### config.mk
export PLATFORM = sky130hd
export DESIGN_NAME = ins_fetch_flat
export DESIGN_NICKNAME = d
export VERILOG_FILES = /design/src/rtl/ins_fetch_if.sv /design/src/rtl/ins_fetch.sv /design/src/flat_wrapper.sv
export SDC_FILE = /design/constraint.sdc
export NUM_CORES = 1
export LEC_CHECK = 0
export ABC_AREA = 1
export CORE_MARGIN = 4
export CORE_UTILIZATION = 30
export DETAILED_ROUTE_END_ITERATION = 7
export MAX_ROUTING_LAYER = met4
export SYNTH_ARGS = -nofsm -noshare
export SYNTH_HDL_FRONTEND = slang
export SYNTH_SLANG_ARGS = --single-unit
### constraint.sdc
create_clock -name clk_in -period 2.03 [get_ports clk_in]
set_clock_uncertainty 0.05 [all_clocks]
set_input_delay 0.406 -clock clk_in [delete_from_list [all_inputs] [get_ports clk_in]]
set_output_delay 0.406 -clock clk_in [all_outputs]
set_load 0.005 [all_outputs]
### src/rtl/ins_fetch_if.sv
// Fetch-stage bus bundle: instruction memory request/response, decoder handshake and redirect.
// master = fetch stage, slave = memory/decoder/backend side.
interface ins_fetch_if;
   logic        mem_req_valid;
   logic [31:0] mem_req_addr;
   logic        mem_req_ready;
   logic        mem_resp_valid;
   logic [31:0] mem_resp_data;
   logic        ins_valid;
   logic [31:0] ins;
   logic [31:0] ins_pc;
   logic        ins_pred_taken;
   logic        ins_ready;
   logic        flush;
   logic [31:0] flush_pc;

   modport master (
      output mem_req_valid, mem_req_addr,
      input  mem_req_ready, mem_resp_valid, mem_resp_data,
      output ins_valid, ins, ins_pc, ins_pred_taken,
      input  ins_ready, flush, flush_pc
   );

   modport slave (
      input  mem_req_valid, mem_req_addr,
      output mem_req_ready, mem_resp_valid, mem_resp_data,
      input  ins_valid, ins, ins_pc, ins_pred_taken,
      output ins_ready, flush, flush_pc
   );
endinterface

### src/rtl/ins_fetch.sv
// Instruction fetch stage: one outstanding word request, in-order instruction queue, flush redirect.
// Optional JAL next-PC prediction when FETCH_JAL_PREDICT_EN is defined.
module ins_fetch #(
   parameter int unsigned QUEUE_DEPTH = 4,
   parameter logic [31:0] RESET_PC    = 32'h0
) (
   input  logic        clk_in,
   input  logic        rst_in,
   input  logic        rdy_in,
   ins_fetch_if.master bus
);
   localparam int unsigned PtrW = $clog2(QUEUE_DEPTH);
   localparam logic [PtrW:0]   CountFull = (PtrW + 1)'(QUEUE_DEPTH);
   localparam logic [PtrW:0]   CountOne  = (PtrW + 1)'(1);
   localparam logic [PtrW-1:0] PtrOne    = PtrW'(1);

   typedef enum logic [1:0] {StIdle, StWait, StDrop} state_e;

   state_e            state_q, state_d;
   logic [31:0]       pc_q;
   logic [PtrW-1:0]   head_q, tail_q;
   logic [PtrW:0]     count_q;
   logic [31:0]       q_ins  [QUEUE_DEPTH];
   logic [31:0]       q_pc   [QUEUE_DEPTH];
   logic              q_pred [QUEUE_DEPTH];

   logic        req_fire, push, pop, next_pred;
   logic [31:0] next_pc;

   // State register
   always_ff @(posedge clk_in or negedge rst_in) begin
      if (!rst_in) begin
         state_q <= StIdle;
      end else begin
         state_q <= state_d;
      end
   end

   // Next-state logic; an in-flight response is always consumed before returning to idle.
   always_comb begin
      state_d = state_q;
      if (rdy_in) begin
         case (state_q)
            StIdle: if (req_fire) state_d = StWait;
            StWait: begin
               if (bus.mem_resp_valid) state_d = StIdle;
               else if (bus.flush)     state_d = StDrop;
            end
            StDrop: if (bus.mem_resp_valid) state_d = StIdle;
            default: state_d = StIdle;
         endcase
      end
   end

   // Outputs and handshake qualifiers
   always_comb begin
      bus.mem_req_valid  = rst_in & rdy_in & (state_q == StIdle) & ~bus.flush &
                           (count_q < CountFull);
      bus.mem_req_addr   = pc_q;
      bus.ins_valid      = rst_in & rdy_in & (count_q != '0);
      bus.ins            = q_ins[head_q];
      bus.ins_pc         = q_pc[head_q];
      bus.ins_pred_taken = q_pred[head_q];
      req_fire           = bus.mem_req_valid & bus.mem_req_ready;
      push               = rdy_in & ~bus.flush & (state_q == StWait) & bus.mem_resp_valid;
      pop                = bus.ins_valid & bus.ins_ready & ~bus.flush;
   end

   // Next fetch PC after a returned word
`ifdef FETCH_JAL_PREDICT_EN
   logic [31:0] jal_imm;
   always_comb begin
      jal_imm   = {{11{bus.mem_resp_data[31]}}, bus.mem_resp_data[31],
                   bus.mem_resp_data[19:12], bus.mem_resp_data[20],
                   bus.mem_resp_data[30:21], 1'b0};
      next_pred = (bus.mem_resp_data[6:0] == 7'b1101111);
      next_pc   = next_pred ? pc_q + jal_imm : pc_q + 32'd4;
   end
`else
   always_comb begin
      next_pred = 1'b0;
      next_pc   = pc_q + 32'd4;
   end
`endif

   // Fetch PC and instruction queue
   always_ff @(posedge clk_in or negedge rst_in) begin
      if (!rst_in) begin
         pc_q    <= RESET_PC;
         head_q  <= '0;
         tail_q  <= '0;
         count_q <= '0;
         for (int i = 0; i < QUEUE_DEPTH; i++) begin
            q_ins[i]  <= '0;
            q_pc[i]   <= '0;
            q_pred[i] <= 1'b0;
         end
      end else if (rdy_in) begin
         if (bus.flush) begin
            pc_q    <= bus.flush_pc;
            head_q  <= '0;
            tail_q  <= '0;
            count_q <= '0;
         end else begin
            if (push) begin
               q_ins[tail_q]  <= bus.mem_resp_data;
               q_pc[tail_q]   <= pc_q;
               q_pred[tail_q] <= next_pred;
               tail_q         <= tail_q + PtrOne;
               pc_q           <= next_pc;
            end
            if (pop) head_q <= head_q + PtrOne;
            if (push && !pop)      count_q <= count_q + CountOne;
            else if (pop && !push) count_q <= count_q - CountOne;
         end
      end
   end
endmodule

### src/flat_wrapper.sv
// flat-port wrapper written by rule: the top's interface ports become plain ports
module ins_fetch_flat 
#(
   parameter int unsigned QUEUE_DEPTH = 4,
   parameter logic [31:0] RESET_PC    = 32'h0
)
  (clk_in, rst_in, rdy_in, bus_mem_req_valid, bus_mem_req_addr, bus_mem_req_ready, bus_mem_resp_valid, bus_mem_resp_data, bus_ins_valid, bus_ins, bus_ins_pc, bus_ins_pred_taken, bus_ins_ready, bus_flush, bus_flush_pc);
  ins_fetch_if bus_i ();
  input  logic clk_in;
  input  logic rst_in;
  input  logic rdy_in;
  output wire logic [$bits(bus_i.mem_req_valid)-1:0] bus_mem_req_valid;
  output wire logic [$bits(bus_i.mem_req_addr)-1:0] bus_mem_req_addr;
  input wire logic [$bits(bus_i.mem_req_ready)-1:0] bus_mem_req_ready;
  input wire logic [$bits(bus_i.mem_resp_valid)-1:0] bus_mem_resp_valid;
  input wire logic [$bits(bus_i.mem_resp_data)-1:0] bus_mem_resp_data;
  output wire logic [$bits(bus_i.ins_valid)-1:0] bus_ins_valid;
  output wire logic [$bits(bus_i.ins)-1:0] bus_ins;
  output wire logic [$bits(bus_i.ins_pc)-1:0] bus_ins_pc;
  output wire logic [$bits(bus_i.ins_pred_taken)-1:0] bus_ins_pred_taken;
  input wire logic [$bits(bus_i.ins_ready)-1:0] bus_ins_ready;
  input wire logic [$bits(bus_i.flush)-1:0] bus_flush;
  input wire logic [$bits(bus_i.flush_pc)-1:0] bus_flush_pc;
  assign bus_mem_req_valid = bus_i.mem_req_valid;
  assign bus_mem_req_addr = bus_i.mem_req_addr;
  assign bus_i.mem_req_ready = bus_mem_req_ready;
  assign bus_i.mem_resp_valid = bus_mem_resp_valid;
  assign bus_i.mem_resp_data = bus_mem_resp_data;
  assign bus_ins_valid = bus_i.ins_valid;
  assign bus_ins = bus_i.ins;
  assign bus_ins_pc = bus_i.ins_pc;
  assign bus_ins_pred_taken = bus_i.ins_pred_taken;
  assign bus_i.ins_ready = bus_ins_ready;
  assign bus_i.flush = bus_flush;
  assign bus_i.flush_pc = bus_flush_pc;
  ins_fetch #(.QUEUE_DEPTH(QUEUE_DEPTH), .RESET_PC(RESET_PC)) u_core (.clk_in(clk_in), .rst_in(rst_in), .rdy_in(rdy_in), .bus(bus_i));
endmodule
# Yosys cells after proc, flatten, opt, wreduce, memory -nomap -nowiden

Cells that the tools add are included.

Flip-flop bits (word level): 301
Input port bits: 71
Output and inout port bits: 99
Logic and storage cells: 91

Add/sub/neg operators: 5
$lt $le $gt $ge: 4
Equality and inequality tests: 5
Multiplexer cells: 29
Bitwise operators: 16
Reductions and logical operators: 15

Operators with widths:

| cell                  | count |
|---|---|
| $bwmux 128            | 2 |
| $mux 32               | 7 |
| $bmux 32 s2           | 2 |
| $demux 32 s2          | 1 |
| $add 32x3->32 const B | 1 |
| $mux 2                | 8 |
| $and 1x1->1           | 11 |
| $mux 3                | 3 |
| $ge 3x3->1 const B    | 2 |
| $not 2->3             | 2 |
| $pmux 2 s3            | 1 |
| $reduce_and 2->1      | 3 |
| $reduce_bool 3->1     | 2 |
| $add 2x1->2 const B   | 2 |
| $and 4x4->4           | 1 |
| $not 4->4             | 1 |
| $reduce_and 4->1      | 1 |
| $reduce_bool 2->1     | 2 |
| $add 3x1->3 const B   | 1 |
| $logic_and 1x1->1     | 3 |
| $lt 3x1->1 const B    | 1 |
| $lt 3x3->1 const B    | 1 |
| $mux 1                | 3 |
| $ne 3x3->1 const B    | 1 |
| other kinds (11)      | 12 |

# Logic depth before layout (Yosys ltp)

Gate-level depths: netlist of the first run.

Word-level depth: 9
Gate-level depth with buffers: 12
Depth with buffers taken out: 12

# Worst setup path after synthesis of the first run

OpenSTA, ideal clock, no wires.

Path kind: input port to flip-flop
Start: input port bus_flush
End: register u_core.count_q[2]
Library setup time: 83 ps
Arrival time: 1786 ps
Slack: 111 ps
Stages on the path: 12
Path buffers: 1
Cells stage by stage: buf_2 -> inv_2 -> nand3b_4 -> inv_1 -> nand2_1 -> inv_1 -> fa_1 -> xnor2_1 -> inv_1 -> nand2_1 -> nand2_1 -> o21ai_0

Word-level cells in the longest chain between the ends: 8
Elaborated cells on any way between the ends: 13
Classes of those cells: mux (2); bitwise (5); reduce/logical (6)

RTL lines:

| element                     | RTL line           | source |
|---|---|---|
| start: declaration          | flat_wrapper.sv:22 | `input wire logic [$bits(bus_i.flush)-1:0] bus_flush;` |
| $not 1->1 (no line)         | -                  |  |
| $and 1x1->1 (3 in series)   | ins_fetch.sv:65    | `push = rdy_in & ~bus.flush & (state_q == StWait) & bus.mem_resp_valid;` |
| $logic_not 1->1             | ins_fetch.sv:114   | `else if (pop && !push) count_q <= count_q - CountOne;` |
| $logic_and 1x1->1           | ins_fetch.sv:114   |  |
| $reduce_bool 3->1 (no line) | -                  |  |
| $reduce_and 2->1 (no line)  | -                  |  |
| end signal: assignment      | ins_fetch.sv:113   | `if (push && !pop) count_q <= count_q + CountOne;` |
| end signal: assignment      | ins_fetch.sv:114   |  |
| end: declaration            | ins_fetch.sv:22    | `logic [PtrW:0] count_q;` |

Parallel ways exist; a longest one is shown, timed or not.
A chain may end at the register's enable or synchronous reset.

# Worst setup path after layout of the first run

Start: register u_core.head_q[0]
End: output port bus_ins_pc[30]

Word-level cells in the longest chain between the ends: 4

RTL lines:

| element                                     | RTL line           | source |
|---|---|---|
| start: declaration                          | ins_fetch.sv:21    | `logic [PtrW-1:0] head_q, tail_q;` |
| start signal: assignment                    | ins_fetch.sv:112   | `if (pop) head_q <= head_q + PtrOne;` |
| $not 2->3 (not written as such)             | ins_fetch.sv:62    | `bus.ins_pc = q_pc[head_q];` |
| $bmux 32 s2                                 | ins_fetch.sv:62    |  |
| $mux 32 (not written as such) (2 in series) | ins_fetch.sv:62    |  |
| end: declaration                            | flat_wrapper.sv:19 | `output wire logic [$bits(bus_i.ins_pc)-1:0] bus_ins_pc;` |

Every way passes these cells. The select of a mux whose other input is x is not followed.

==> impl_metrics.json, run 1 <==
{
  "wire_per_inst_microns": 19.6,
  "worst-r2r-cell-count": 8,
  "grt_first_pass_wirelength_microns": 71400,
  "hp-class": "input port to flop",
  "clock_latency_ps": 550,
  "crit_path_top_delay_cell": "dfrtp_4",
  "final_cells": 2399,
  "place.port_buffers": 169,
  "crit_fanout": 5,
  "post-route-period-util_pct": 121,
  "initial_core_util_pct": 30.5,
  "chipHeight_microns": 226,
  "numCtsBuffers": 37,
  "gp_congestion": 0.952,
  "rows": 79,
  "placed_cell_area_sq_um": 17300,
  "avgSynthCellArea_sq_um": 9.53,
  "drtPass1Iterations": 5,
  "area_growth_pct": 45.0,
  "crit_type": "flop to output pin",
  "layout_setup_ws_ps": -433,
  "cpPeakStageDelay_ps": 520,
  "coreArea_sq_um": 46900,
  "ys_seq_elements": 301,
  "die_area_sq_um": 51200,
  "grt_max_degree": 143,
  "timing.hold.ws_ps": 250,
  "ys_types": 31,
  "pin_count": 170,
  "hold_depth": 5,
  "setup_viol": 65,
  "dp.cells": 2276,
  "vias": 12100,
  "tightest_slew_ps": 790,
  "drt-initial-drc-count": 744,
  "viasPerCell": 5.04,
  "outcome": "complete, but fails checks",
  "r2r_setup_slack_ps": 180,
  "drive_gt1_share_pct": 38.5,
  "diodes": 0,
  "worstPathRequired_ps": 1570,
  "max_slew_margin_pct": 47.4,
  "powerDensity_nw_per_um2": 913,
  "path_cells": "buf_8 -> buf_12 -> buf_8 -> buf_6 -> buf_6 -> nor2_4 -> o22ai_4 -> buf_2",
  "drc_errors": 0,
  "root_buffer": "clkbuf_16",
  "drv_cap": 0,
  "clk_path_buf_depth": 3,
  "finalMaxSlewViolations": 0,
  "htree_levels": 2,
  "antenna_found_initial": 0,
  "ys_seq_area_share_pct": 52.7,
  "min_from": "rst_in",
  "r2r_end": "u_core.q_pc[23]",
  "syn_nets": 1577,
  "endpoint_kind": "output pin",
  "fill_cells": 4492,
  "ys_warn_count": 0,
  "p_leak_nw": 9.44,
  "startpoint_type": "flop",
  "grt_pass1_vias": 12500,
  "clk_pin_slew_ps": 60,
  "min_period_ps": 2460,
  "final_area_sq_um": 20700,
  "wirelength_microns": 46900,
  "fmax_mhz": 406,
  "grt_overflow": 0,
  "violations": "setup timing",
  "synth.cell_area_sq_um": 14300,
  "rsz0062_at_grt": "true",
  "cts_tree": "done",
  "clock_sinks": 301,
  "grt_util_all_layers_pct": 18.3,
  "rr_startpoint": "u_core.state_q[1]",
  "crit_arrival_ps": 2010,
  "die_x_microns": 226,
  "hpwl_microns": 28200,
  "nNetsFinal": 1841,
  "hold_viol": 0,
  "ant_nets": 0,
  "min_to": "u_core.state_q[0]",
  "vdd_drop_max_uv": 508,
  "synth_cells": 1500
}
==> worst max-delay path by stage <==
| stage | startpoint | to | slack [ps] | depth (start not counted) |
|---|---|---|---|---|
| 2_1_floorplan | bus_flush | u_core.count_q[2] | 110 | 12 |
| 3_3_place_gp | rdy_in | u_core.count_q[2] | -330 | 11 |
| 3_5_place_dp | rdy_in | u_core.q_pc[23] | -330 | 9 |
| 4_1_cts | u_core.head_q[0] | bus_ins_pc[27] | -470 | 8 |
| 5_1_grt | u_core.head_q[0] | bus_ins_pc[30] | -480 | 7 |
| 6_report | u_core.head_q[0] | bus_ins_pc[30] | -430 | 8 |
==> state kept, by name (all words and copies together) (netlist names) <==
register	count
u_core.state_q	2
u_core.count_q	3
u_core.q_pred	4
u_core.q_pc	128
u_core.tail_q	2
u_core.bus.mem_req_addr	32
u_core.q_ins	128
u_core.head_q	2
==> power breakdown <==
group | switching, W | internal (W) | total [W]
Combinational | 0.00241 | 0.00246 | 0.00487
Clock | 0.00263 | 0.00401 | 0.00663
Sequential | 0.000644 | 0.00676 | 0.00740
==> cell families after synthesis <==
logic type	after synthesis	share of synthesized area, %
AND/OR/NAND/NOR	535	14.9
XOR/XNOR	1	0.0613
buffers and inverters	151	4.47
AO/OA/AOI/OAI	338	14.1
flip-flops	301	52.7
adder cells (fa/ha/maj)	6	0.578
multiplexers	168	13.2
==> layout by cell type, fill, tap and decap left out, types with 15 or more instances in the layout <==
master / synthesis / final
o21ai_2: 0 / 63
o21a_1: 88 / 88
nand2_1: 264 / 264
buf_4: 5 / 60
nand3_1: 39 / 39
clkbuf_16: 0 / 46
buf_12: 0 / 34
o21ai_1: 0 / 26
nor2_4: 5 / 38
nor2_2: 1 / 43
o21ai_0: 160 / 46
o22ai_2: 0 / 46
dfrtp_1: 301 / 273
o21ai_4: 0 / 25
buf_16: 0 / 16
buf_6: 0 / 28
buf_2: 42 / 57
inv_1: 57 / 54
o22ai_1: 67 / 15
nor2_1: 218 / 143
dfrtp_2: 0 / 27
mux2_2: 158 / 158
clkdlybuf4s50_1: 0 / 99
a21oi_1: 18 / 16
==> cell type report <==
type	count	area, sq um	area share (%)
well taps	607	759	3.67
multi-input cells	1048	7370	35.6
inverters	59	260	1.26
repair inverters	1	16.3	0.0785
clock buffers	57	1140	5.52
clock inverters	10	83.8	0.405
repair buffers	316	3510	16.9
flip-flops and latches	301	7570	36.5
==> routing by layer <==
layer	vias to the layer above	share of wire (%)	track usage [%]	wire length [microns]
met3	87	4.0	2.96	1880
li1	5627	-	-	-
met5	-	0	-	0
met4	0	3.0	5.70	1400
met1	6123	44	23.3	20600
met2	264	49	30.1	23000
==> metrics by stage <==
| stage | setup slack (ps) | utilization, % | setup TNS, ps | power [W] |
|---|---|---|---|---|
| finish | -433 | 44.2 | -21800 | 0.0189 |
| global route | -485 | 44.2 | -25960 | 0.0198 |
| CTS | -473 | 42.2 | -25110 | 0.0187 |
| detailed placement | -326 | 37.0 | -77930 | 0.0115 |
| global placement | -334 | 37.0 | -73590 | 0.0115 |
| floorplan | 111 | - | 0 | 0.00901 |
==> worst max-delay path, delay by kind of cell, from the launching register on <==
kind,cells,cell delay [ps]
buffers and inverters,6,770
flip-flops,1,520
AND/OR/NAND/NOR,1,90
AO/OA/AOI/OAI,1,70
==> repair_timing <==
item / 4_1_cts / 5_1_grt
gates cloned: 15 / 7
pin swaps: 74 / 56
hold buffers: 1 / 0
resized for setup: 580 / 207
buffers inserted: 36 / 10
endpoints found under the setup margin: 92 / 72
endpoints found under the hold margin: 5 / 0
==> cells in the mapped netlist, drive strengths merged <==
| cell type | instances | share of area, % |
|---|---|---|
| a211oi | 1 | 0.053 |
| a21oi | 18 | 0.63 |
| a22oi | 1 | 0.053 |
| a31oi | 1 | 0.044 |
| buf | 53 | 1.9 |
| clkbuf | 39 | 1.0 |
| dfrtp | 301 | 53 |
| fa | 1 | 0.14 |
| ha | 5 | 0.44 |
| inv | 59 | 1.5 |
| mux2 | 168 | 13 |
| nand2 | 265 | 7.0 |
| nand3 | 39 | 1.4 |
| nand3b | 3 | 0.25 |
| nand4 | 1 | 0.044 |
| nor2 | 224 | 6.2 |
| nor3 | 3 | 0.11 |
| o21a | 88 | 4.6 |
| o21ai | 160 | 5.6 |
| o21bai | 1 | 0.053 |
| o22ai | 67 | 2.9 |
| o32ai | 1 | 0.061 |
| xnor2 | 1 | 0.061 |
(Power assumes the default switching activity.)
==> run 2, diff against run 1 <==
==> constraint.sdc (replaced) <==
create_clock -name clk_in -period 3.2 [get_ports clk_in]
set_clock_uncertainty 0.05 [all_clocks]
set_input_delay 0.64 -clock clk_in [delete_from_list [all_inputs] [get_ports clk_in]]
set_output_delay 0.64 -clock clk_in [all_outputs]
set_load 0.005 [all_outputs]
==> impl_metrics.json, run 2 (same netlist as run 1, synthesis figures left out) <==
{
  "drive_gt1_share_pct": 15.8,
  "crit_path_top_delay_cell": "dfrtp_4",
  "root_buffer": "clkbuf_16",
  "post-route-period-util_pct": 97.6,
  "max_slew_margin_pct": 38.8,
  "comb_power_share_pct": 22.4,
  "startpoint_type": "flop",
  "die_area_sq_um": 51200,
  "path_cells": "inv_4 -> buf_12 -> nor2_1 -> o22ai_2 -> clkdlybuf4s50_1",
  "chipHeight_microns": 226,
  "switchingPower_w": 0.00308,
  "clkPwrFrac_pct": 35.3,
  "finalMaxSlewViolations": 0,
  "final_common_cell": "dfrtp_1",
  "antenna_found_initial": 0,
  "htree_levels": 2,
  "ant_nets": 0,
  "grt_pass1_vias": 11500,
  "viasPerCell": 5.01,
  "pin_count": 170,
  "nNetsFinal": 1722,
  "drc_errors": 0,
  "timing.hold.ws_ps": 433,
  "crit_arrival_ps": 2430,
  "critPathLaunch": "u_core.head_q[0]",
  "place.port_buffers": 169,
  "grt_util_all_layers_pct": 16.4,
  "tightest_slew_ps": 919,
  "clock_latency_ps": 520,
  "r2r_setup_slack_ps": 1080,
  "fmax_mhz": 320,
  "dpl_worst_slack_ps": 379,
  "swShare_pct": 28.1,
  "seqPwrFrac_pct": 42.3,
  "worstPathRequired_ps": 2510,
  "grt_overflow": 0,
  "crit_fanout": 34,
  "gp_congestion": 0.917,
  "layout_setup_ws_ps": 76.8,
  "initial_core_util_pct": 30.5,
  "setup_viol": 0,
  "die_x_microns": 226,
  "outcome": "finished clean",
  "clock_sinks": 301,
  "grt_max_degree": 148,
  "crit_path_end": "bus_ins_pc[12]",
  "rsz0062_at_grt": "true",
  "cts_tree": "done",
  "cpPeakStageDelay_ps": 580,
  "r2r_end": "u_core.bus.mem_req_addr[26]",
  "crit_type": "flop to output pin",
  "min_period_ps": 3120,
  "final_cell_mix": "299 x dfrtp_1, 264 x nand2_1, 218 x nor2_1",
  "drt-initial-drc-count": 589,
  "drv_cap": 0,
  "area_growth_pct": 25.8,
  "numCtsBuffers": 35,
  "vdd_drop_max_uv": 343,
  "drtPass1Iterations": 5,
  "wirelength_microns": 41300,
  "hpwl_microns": 26600,
  "powerDensity_nw_per_um2": 611,
  "coreArea_sq_um": 46900,
  "clk_pin_slew_ps": 60,
  "clk_path_buf_depth": 3,
  "rows": 79,
  "hp-class": "flop to flop",
  "wire_per_inst_microns": 18.2,
  "endpoint_kind": "output pin",
  "power.internal_w": 0.00790,
  "vias": 11400,
  "worst-r2r-cell-count": 10,
  "p_leak_nw": 8.21,
  "p_total_w": 0.0110,
  "hold_viol": 0,
  "rr_startpoint": "u_core.bus.mem_req_addr[3]",
  "final_core_util_pct": 38.4,
  "grt_first_pass_wirelength_microns": 65000
}
[run 2: worst min path at each step]
stage,from,endpoint,slack (ps),cells after the start
floorplan,rst_in,u_core.bus.mem_req_addr[0],290,0
global placement,u_core.q_ins[63],u_core.q_ins[63],410,1
detailed placement,u_core.q_pc[56],u_core.q_pc[56],420,1
CTS,u_core.q_pc[94],u_core.q_pc[94],440,1
global route,u_core.q_pc[82],u_core.q_pc[82],440,1
finish,u_core.q_pc[97],u_core.q_pc[97],430,1
[run 2: layout make-up]
type / instances / area [sq um]
fillers: 4649 / 28900
flip-flops and latches: 301 / 7540
well taps: 607 / 759
repair buffers: 200 / 2160
diodes: 1 / 2.50
multi-input cells: 1048 / 6200
clock inverters: 4 / 47.5
clock buffers: 52 / 1050
inverters: 59 / 225
[run 2: critical path: cells and delay by family (launching register included)]
kind                   cells  cell delay, ps
and+or+nand+nor            1              70
DFF                        1             580
AOI/OAI and AO/OA          1             300
buffers and inverters      3             950
[run 2: metal layers]
metal | global-route usage [%] | wire length, microns | up-vias
met4 | 4.46 | 938 | 0
met2 | 26.6 | 19900 | 243
met5 | - | 0 | -
li1 | - | - | 5350
met3 | 2.11 | 1670 | 58
met1 | 21.7 | 18700 | 5734
[run 2: metrics by stage]
step | area [sq um] | cells | setup TNS (ps)
3_3_place_gp | 16700 | 2213 | 0
5_1_grt | 18000 | 2271 | -31.6
6_report | 18000 | 2272 | 0
3_5_place_dp | 16700 | 2213 | 0
2_1_floorplan | 14300 | 1500 | 0
4_1_cts | 17900 | 2270 | 0
[run 2: what timing repair did]
action | in CTS | in global routing
hold buffers | 1 | 0
gates resized for setup | 9 | 10
pin swaps | 0 | 1
cloned | 0 | 1
endpoints found under the setup margin | 14 | 23
hold endpoints to repair | 17 | 0
setup buffers | 0 | 0
[run 2: power groups by stage]
stage | clock, W | sequential [W] | combinational [W]
floorplan | 0 | 0.00458 | 0.00114
detailed placement | 0 | 0.00471 | 0.00244
CTS | 0.00400 | 0.00465 | 0.00247
finish | 0.00387 | 0.00465 | 0.00246
global route | 0.00414 | 0.00471 | 0.00272
global placement | 0 | 0.00470 | 0.00241
==> run 3, diff against run 2 <==
==> constraint.sdc (replaced) <==
create_clock -name clk_in -period 3.2 [get_ports clk_in]
set_clock_uncertainty 0.05 [all_clocks]
set_input_delay 0.8 -clock clk_in [delete_from_list [all_inputs] [get_ports clk_in]]
set_output_delay 0.8 -clock clk_in [all_outputs]
set_load 0.005 [all_outputs]
==> impl_metrics.json, run 3 (same netlist as run 1, synthesis figures left out) <==
{
  "outcome": "finished clean",
  "ant_nets": 0,
  "place.port_buffers": 169,
  "grt_overflow": 0,
  "final_area_sq_um": 18300,
  "rsz0062_at_grt": "true",
  "cts_tree": "done",
  "coreArea_sq_um": 46900,
  "crit_path_top_delay_cell": "clkdlybuf4s50_1",
  "wirelength_microns": 42000,
  "clock_latency_ps": 530,
  "numCtsBuffers": 35,
  "p_leak_nw": 8.88,
  "crit_family": "buffers and inverters",
  "initial_core_util_pct": 30.5,
  "final_cells": 2294,
  "hp-class": "input port to async pin",
  "endpoint_kind": "output pin",
  "fmax_mhz": 314,
  "min_period_ps": 3190,
  "cpPeakStageDelay_ps": 560,
  "critPathLaunch": "u_core.head_q[0]",
  "gp_congestion": 0.920,
  "path_buf_inv": 3,
  "setup_viol": 0,
  "clk_pin_slew_ps": 60,
  "rows": 79,
  "drv_cap": 0,
  "rr_startpoint": "u_core.bus.mem_req_addr[3]",
  "crit_type": "flop to output pin",
  "hpwl_microns": 26700,
  "worstPathRequired_ps": 2350,
  "finalMaxSlewViolations": 0,
  "startpoint_type": "flop",
  "tns_ps": 0,
  "wire_per_inst_microns": 18.3,
  "post-route-period-util_pct": 99.6,
  "clk_path_buf_depth": 3,
  "area_growth_pct": 28.1,
  "drtPass1Iterations": 5,
  "antenna_found_initial": 0,
  "crit_arrival_ps": 2340,
  "dp.cells": 2222,
  "max_slew_margin_pct": 33.8,
  "diodes": 0,
  "powerDensity_nw_per_um2": 607,
  "path_cells": "inv_6 -> buf_16 -> nor2_1 -> o22ai_2 -> clkdlybuf4s50_1",
  "r2r_setup_slack_ps": 1090,
  "drc_errors": 0,
  "htree_levels": 2,
  "crit_fanout": 48,
  "drive_gt1_share_pct": 17.1,
  "worst-r2r-cell-count": 8,
  "fill_cells": 4624,
  "pin_count": 170,
  "r2r_end": "u_core.bus.mem_req_addr[18]",
  "vdd_drop_max_uv": 360,
  "grt_util_all_layers_pct": 16.5,
  "final_core_util_pct": 39.1,
  "final_cell_mix": "299 x dfrtp_1, 264 x nand2_1, 218 x nor2_1",
  "clock_sinks": 301,
  "grt_pass1_vias": 11300,
  "grt_first_pass_wirelength_microns": 64800,
  "die_x_microns": 226,
  "chipHeight_microns": 226,
  "viasPerCell": 4.99,
  "drt-initial-drc-count": 625,
  "final_common_cell": "dfrtp_1",
  "nNetsFinal": 1737,
  "hold_viol": 0,
  "die_area_sq_um": 51200,
  "grt_max_degree": 172,
  "vias": 11400,
  "placed_cell_area_sq_um": 16800,
  "root_buffer": "clkbuf_16",
  "tightest_slew_ps": 993
}
==> run 3: cell count changes in the layout (fill, tap and decap cells not counted), moves of 2 or more <==
cell | previous run | this run
buf_16 | 1 | 4
buf_4 | 11 | 22
buf_6 | 1 | 3
bufinv_16 | 1 | 3
clkdlybuf4s50_1 | 168 | 116
clkinv_2 | 3 | 6
dlygate4sd2_1 | 0 | 19
dlymetal6s2s_1 | 0 | 32
inv_6 | 0 | 5
==> run 3: worst max path at each step <==
| stage | slack (ps) | cells after the start | end |
|---|---|---|---|
| after floorplan | 860 | 5 | bus_mem_req_valid |
| after global placement | 130 | 5 | bus_mem_req_valid |
| after detailed placement | 140 | 5 | bus_mem_req_valid |
| after CTS | -60 | 5 | bus_ins[19] |
| after global routing | -100 | 4 | bus_ins_pc[28] |
| final | 10 | 5 | bus_ins_pc[28] |
==> run 3: stage by stage <==
| step | total power [W] | hold slack [ps] | worst slack, ps |
|---|---|---|---|
| after CTS | 0.0113 | 437 | -59.6 |
| after floorplan | 0.00572 | 402 | 859 |
| after detailed placement | 0.00717 | 424 | 143 |
| after global routing | 0.0117 | 421 | -95.3 |
| after global placement | 0.00712 | 416 | 127 |
| final | 0.0111 | 374 | 12.3 |
==> run 3: layout make-up <==
type,count,area [sq um],share of cell area (%)
Timing Repair Buffer,215,2420,13.2
Tap cell,607,759,4.15
Sequential cell,301,7540,41.2
Inverter,59,231,1.26
Multi-Input combinational cell,1048,6200,33.9
Clock buffer,49,988,5.40
Clock inverter,15,170,0.929
==> run 3: what timing repair did <==
item	CTS	global route
buffers inserted	1	2
hold buffers	1	0
setup endpoints to repair	44	42
pin swaps	12	6
cloned	2	2
resized for setup	37	44
hold endpoints to repair	8	0
==> run 3: where the power goes <==
group	total [W]	switching [W]	internal [W]	leakage, nW
sequential	0.00464	0.000373	0.00427	4.04
combinational	0.00240	0.00118	0.00122	4.27
clock	0.00407	0.00165	0.00242	0.568
==> run 3: metal layers <==
metal | up-vias | wire [microns] | global-route usage, %
met5 | - | 0 | -
met4 | 0 | 1080 | 4.87
met3 | 61 | 1980 | 3.06
met2 | 244 | 19900 | 26.3
met1 | 5736 | 19100 | 21.7
li1 | 5401 | - | -
